===== config.mk =====
export PLATFORM = sky130hd
export DESIGN_NAME = cardinal_nic
export DESIGN_NICKNAME = d
export VERILOG_FILES = /design/src/rtl/cardinal_nic_pkg.sv /design/src/rtl/nic_chan_buf.sv /design/src/rtl/cardinal_nic.sv
export SDC_FILE = /design/constraint.sdc
export NUM_CORES = 1
export LEC_CHECK = 0
export BUFFER_PORTS_ARGS = -buffer_cell sky130_fd_sc_hd__buf_2
export CAP_MARGIN = 25
export CORE_ASPECT_RATIO = 1.5
export CORE_MARGIN = 2
export CORE_UTILIZATION = 40
export CTS_CLUSTER_DIAMETER = 100
export DETAILED_ROUTE_END_ITERATION = 6
export PLACE_DENSITY = 0.73
export SYNTH_ARGS = -nofsm -noshare
export SYNTH_HDL_FRONTEND = slang
export SYNTH_SLANG_ARGS = --single-unit

===== constraint.sdc =====
create_clock -name Clock -period 1.2 [get_ports Clock]
set_clock_uncertainty 0.15 [all_clocks]
set_input_delay 0.06 -clock Clock [delete_from_list [all_inputs] [get_ports Clock]]
set_output_delay 0.06 -clock Clock [all_outputs]
set_load 0.02 [all_outputs]

===== src/rtl/cardinal_nic_pkg.sv =====
// Shared constants for the cardinal_nic register map and packet format.
// Packet bit 0 is the MSB (big-endian numbering, as on the processor side).
package cardinal_nic_pkg;

    localparam int DATA_W = 64;
    localparam int ADDR_W = 2;
    localparam int VC_BIT = 0;

    localparam logic [ADDR_W-1:0] NIC_IN_BUF   = 2'b00;
    localparam logic [ADDR_W-1:0] NIC_IN_STAT  = 2'b01;
    localparam logic [ADDR_W-1:0] NIC_OUT_BUF  = 2'b10;
    localparam logic [ADDR_W-1:0] NIC_OUT_STAT = 2'b11;

endpackage


===== src/rtl/nic_chan_buf.sv =====
// One-entry packet buffer with a full flag. A push is only taken while
// empty; a pop only clears the flag, so the stored word stays readable.
module nic_chan_buf
    import cardinal_nic_pkg::*;
(
    input  logic              Clock,
    input  logic              Reset,
    input  logic              push,
    input  logic              pop,
    input  logic [0:DATA_W-1] d,
    output logic [0:DATA_W-1] q,
    output logic              full
);

    // NOTE: the stored word is reset as well as the flag, so the router
    // and the processor see zero after reset instead of a stale packet.
    always_ff @(posedge Clock) begin
        if (!Reset) begin
            q    <= '0;
            full <= 1'b0;
        end else if (push && !full) begin
            // NOTE: non-blocking so q and full both update from pre-edge values.
            q    <= d;
            full <= 1'b1;
        end else if (pop) begin
            full <= 1'b0;
        end
    end

endmodule


===== src/rtl/cardinal_nic.sv =====
// Network interface between the cardinal processor data-memory port and the
// router: register decode, zero-latency read mux and polarity-gated send.
module cardinal_nic
    import cardinal_nic_pkg::*;
(
    input  logic              Clock,
    input  logic              Reset,
    input  logic [0:ADDR_W-1] addr,
    input  logic [0:DATA_W-1] d_in,
    output logic [0:DATA_W-1] d_out,
    input  logic              nicEn,
    input  logic              nicWrEn,
    output logic              net_so,
    input  logic              net_ro,
    output logic [0:DATA_W-1] net_do,
    input  logic              net_polarity,
    input  logic              net_si,
    output logic              net_ri,
    input  logic [0:DATA_W-1] net_di
);

    logic [0:DATA_W-1] in_buf;
    logic [0:DATA_W-1] out_buf;
    logic              in_full;
    logic              out_full;
    logic              rd_en;
    logic              rd_in_buf;
    logic              wr_out_buf;
    logic              in_push;

    assign rd_en      = nicEn & ~nicWrEn;
    assign rd_in_buf  = rd_en & (addr == NIC_IN_BUF);
    assign wr_out_buf = nicEn & nicWrEn & (addr == NIC_OUT_BUF);
    assign in_push    = net_si & net_ri;

    nic_chan_buf u_in_chan (
        .Clock (Clock),
        .Reset (Reset),
        .push  (in_push),
        .pop   (rd_in_buf),
        .d     (net_di),
        .q     (in_buf),
        .full  (in_full)
    );

    nic_chan_buf u_out_chan (
        .Clock (Clock),
        .Reset (Reset),
        .push  (wr_out_buf),
        .pop   (net_so),
        .d     (d_in),
        .q     (out_buf),
        .full  (out_full)
    );

    // Held low during reset so a packet being dropped cannot also be handed
    // to the router in the same cycle.
    assign net_so = Reset & out_full & net_ro & (out_buf[VC_BIT] == net_polarity);
    assign net_do = out_buf;
    assign net_ri = ~in_full;

    // NOTE: default assignment first keeps this mux free of inferred latches.
    always_comb begin
        d_out = '0;
        if (rd_en) begin
            unique case (addr)
                NIC_IN_BUF:   d_out = in_buf;
                NIC_IN_STAT:  d_out = {{(DATA_W-1){1'b0}}, in_full};
                NIC_OUT_BUF:  d_out = out_buf;
                NIC_OUT_STAT: d_out = {{(DATA_W-1){1'b0}}, out_full};
            endcase
        end
    end

endmodule


==> run metrics <==
yosys synthesis warning count=0; Worst path slowest cell=mux4_2; HPWL after detailed placement=11,960 µm; largest net degree at the start of global routing=89; total CTS buffers=17; placed instance area=7335 µm²; Place WS=-0.2684 ns; Worst VDD drop=between 0.8 and 0.9 mV; detailed-router iteration count before antenna repair=5; beginning of the worst hold path=Reset; Clk Latency, worst-skew pair=between 0.4 and 0.5 ns; area of the mapped netlist=~5700 µm²; share of the cycle needed by the critical path after routing=1.433; width of the chip=101.6 µm; first-pass GRT wire length=~42,000 µm; chip height=150.4 µm; status=finished, violations left; reg-to-reg critical path startpoint=u_out_chan.full$_SDFFE_PN0P_; total global routing track utilization=0.3648; routed wire length per instance=about 23 µm; Slew Limit Headroom=0.7674; sum of buffers and inverters on the critical path=1; worst hold path class=primary input to flip-flop; time the worst path needs with I/O delays and setup=1.719 ns; slew at the pin closest to its max-slew limit=about 0.35 ns; Die Outline Area=around 15,000 µm²; hold_buf cts=129; number of rows created at floorplan=53; antenna violations before repair=0; total of fill cells in the finished design=682; total negative slack=-62.07 ns; routed via count=7,273; Critical Path Source Type=flip-flop; share of the yosys chip area belonging to registers=0.4552; nets in the synthesized netlist=786; Setup-failing EPs final=198; required time at the worst-slack endpoint=roughly 0.99 ns; initial DRC count=375; Layout area overhead=104.5%; clock tree from TritonCTS=yes; Crit Path Class=flip-flop to output port; ratio of cells with drive above 1 in the final layout=0.4764; count of input and output buffers=266; number of DRC violations after detailed routing=0; power per unit of standard cell area=between 1000 and 1500 nW/µm²; power after layout=approximately 12 mW; clock sink count=between 100 and 150; Antenna Diode Count=0; flip-flop and latch count after synthesis=130; sort of element at the end of the critical path=output port; Vias/cell=5.539; category of cells accounting for the largest share of critical-path delay=multiplexers; leakage power total=approximately 5.2 nW; Critical path origin=u_out_chan.full$_SDFFE_PN0P_; number of distinct library cells after synthesis=23; Worst Path Max Fanout=2; total I/O pin count=267; Initial Util=0.4086; Mapped Cells=roughly 650; number of global-route vias before repair=slightly below 8,000; post-layout worst setup margin=-0.5194 ns; Std-Cell Core Area=around 14,000 µm²; tightest hold margin=-0.1296 ns; violations in the final reports=negative hold slack, negative setup slack; pins over their slew limit=0; Critical Path AT=1.51 ns; Detail Route Antenna Nets=0; depth of the CTS H-tree=4; summed area of non-filler cells in the final layout=about 12,000 µm²; final net count=1,245; clock root cell=clkbuf_16; worst path cell trace=mux4_2 > nor2b_4 > buf_6; setup repair after global routing missed its margin=true; final routed wirelength across all metal layers=approximately 31,000 µm; clock transition at the registers of the reported paths=0.06 ns; routability cong.=0.8134; Syn Area/Cell=8.809 µm²; endpoints failing hold=1; deepest clock path buffer count=2; max-capacitance violation count=0; delay of the slowest cell on the worst path=0.46 ns; GRT Residual Overflow=0; Highest Clock Rate=581.6 MHz
## layout make-up
cell class,instances,area (µm²),area share
Clock inverter,14,153.9,0.01316
Timing Repair Buffer,495,4851,0.4149
Inverter,1,6.256,0.0005350
Tap cell,192,240.2,0.02055
Sequential cell,130,2646,0.2263
Multi-Input combinational cell,463,3356,0.2870
Clock buffer,18,439.2,0.03756
## timing repair
item / in CTS / in global routing
cloned: 29 / 3
resized for setup: 262 / 223
endpoints found under the hold margin: 130 / 1
setup endpoints to repair: 197 / 243
setup buffers: 53 / 15
pin swaps: 58 / 104
## per-layer routing
metal / vias up / track usage / wire length [µm]
li1: 3122 / - / -
met1: 3483 / 0.3615 / 10130
met2: 496 / 0.6372 / 16010
met3: 172 / 0.1147 / 2310
met4: 0 / 0.2473 / 2347
met5: - / 0 / 0
## placed cells by master, fill, tap and decap left out, types with 19 or more instances in the layout
cell | Yosys | layout
buf_12 | 5 | 32
buf_4 | 6 | 62
dfxtp_2 | 0 | 26
a21boi_2 | 0 | 35
dfxtp_1 | 130 | 101
nand2_1 | 259 | 208
a22o_1 | 63 | 58
mux2i_1 | 64 | 60
a21boi_1 | 48 | 29
nand2_4 | 0 | 39
clkbuf_16 | 0 | 19
buf_6 | 1 | 91
buf_2 | 27 | 150
dlygate4sd3_1 | 0 | 129
## through the flow
| stage | util | hold WS, ns | cells |
|---|---|---|---|
| 2_1_floorplan | - | 0.04458 | 649 |
| 3_3_place_gp | 0.5242 | 0.1485 | 1083 |
| 3_5_place_dp | 0.5242 | 0.1550 | 1083 |
| 4_1_cts | 0.8148 | -0.1481 | 1326 |
| 5_1_grt | 0.8356 | -0.1392 | 1313 |
| 6_report | 0.8356 | -0.1296 | 1313 |
## cell families (layout without fill, tap and decap cells)
family | Yosys count | in the layout | share of synthesized area
buffers and inverters | 56 | 528 | 0.06216
AND/OR/NAND/NOR | 268 | 268 | 0.1812
multiplexers | 65 | 65 | 0.1160
AO/OA/AOI/OAI | 129 | 129 | 0.1838
flip-flops | 130 | 130 | 0.4552
XOR/XNOR | 1 | 1 | 0.001532
## where the power goes
part	switching [mW]	leakage [nW]	internal [mW]	total [mW]
registers	0.131	1.07	4.49	4.62
logic	1.08	3.88	1.22	2.30
clock network	2.13	0.283	3.14	5.26
## synthesized netlist by cell type
cell type | n | area, µm²
buf_4 | 6 | 45.04
dfxtp_1 | 130 | 2603
nand2b_1 | 3 | 18.77
nor3_2 | 1 | 10.01
clkbuf_1 | 12 | 45.04
nor2b_1 | 2 | 12.51
a21boi_1 | 48 | 360.4
nor2_2 | 1 | 6.260
a21boi_0 | 16 | 120.1
mux2i_1 | 64 | 640.6
o2bb2ai_1 | 1 | 8.760
buf_6 | 1 | 11.26
buf_1 | 4 | 15.01
buf_2 | 27 | 135.1
buf_12 | 5 | 100.1
o211a_1 | 1 | 10.01
nand2_1 | 259 | 972.2
nor3b_1 | 1 | 7.510
inv_1 | 1 | 3.750
xor2_1 | 1 | 8.760
a22o_1 | 63 | 551.8
mux4_2 | 1 | 22.52
nor4b_1 | 1 | 8.760
## path summary, 6_finish.rpt
kind	endpoint	slack (ns)	cells past startpoint
setup / recovery	d_out[63]	-0.52	3
hold / removal	u_out_chan.full$_SDFFE_PN0P_	-0.13	3
setup reg to reg	u_out_chan.q[15]$_SDFFE_PN0P_	-0.50	6
hold reg to reg	u_in_chan.q[0]$_SDFFE_PN0P_	0.31	2
## worst min-delay path, stage by stage
cell       delay [ns]
buf_4            0.17
nand2_2          0.10
o2bb2ai_2        0.06
## registers in the layout, indices dropped and copies added (netlist names)
| signal | flops |
|---|---|
| u_out_chan.q | 64 |
| u_out_chan.full | 1 |
| u_in_chan.q | 64 |
| u_in_chan.full | 1 |
No activity file was read; power rests on OpenSTA's default activity.
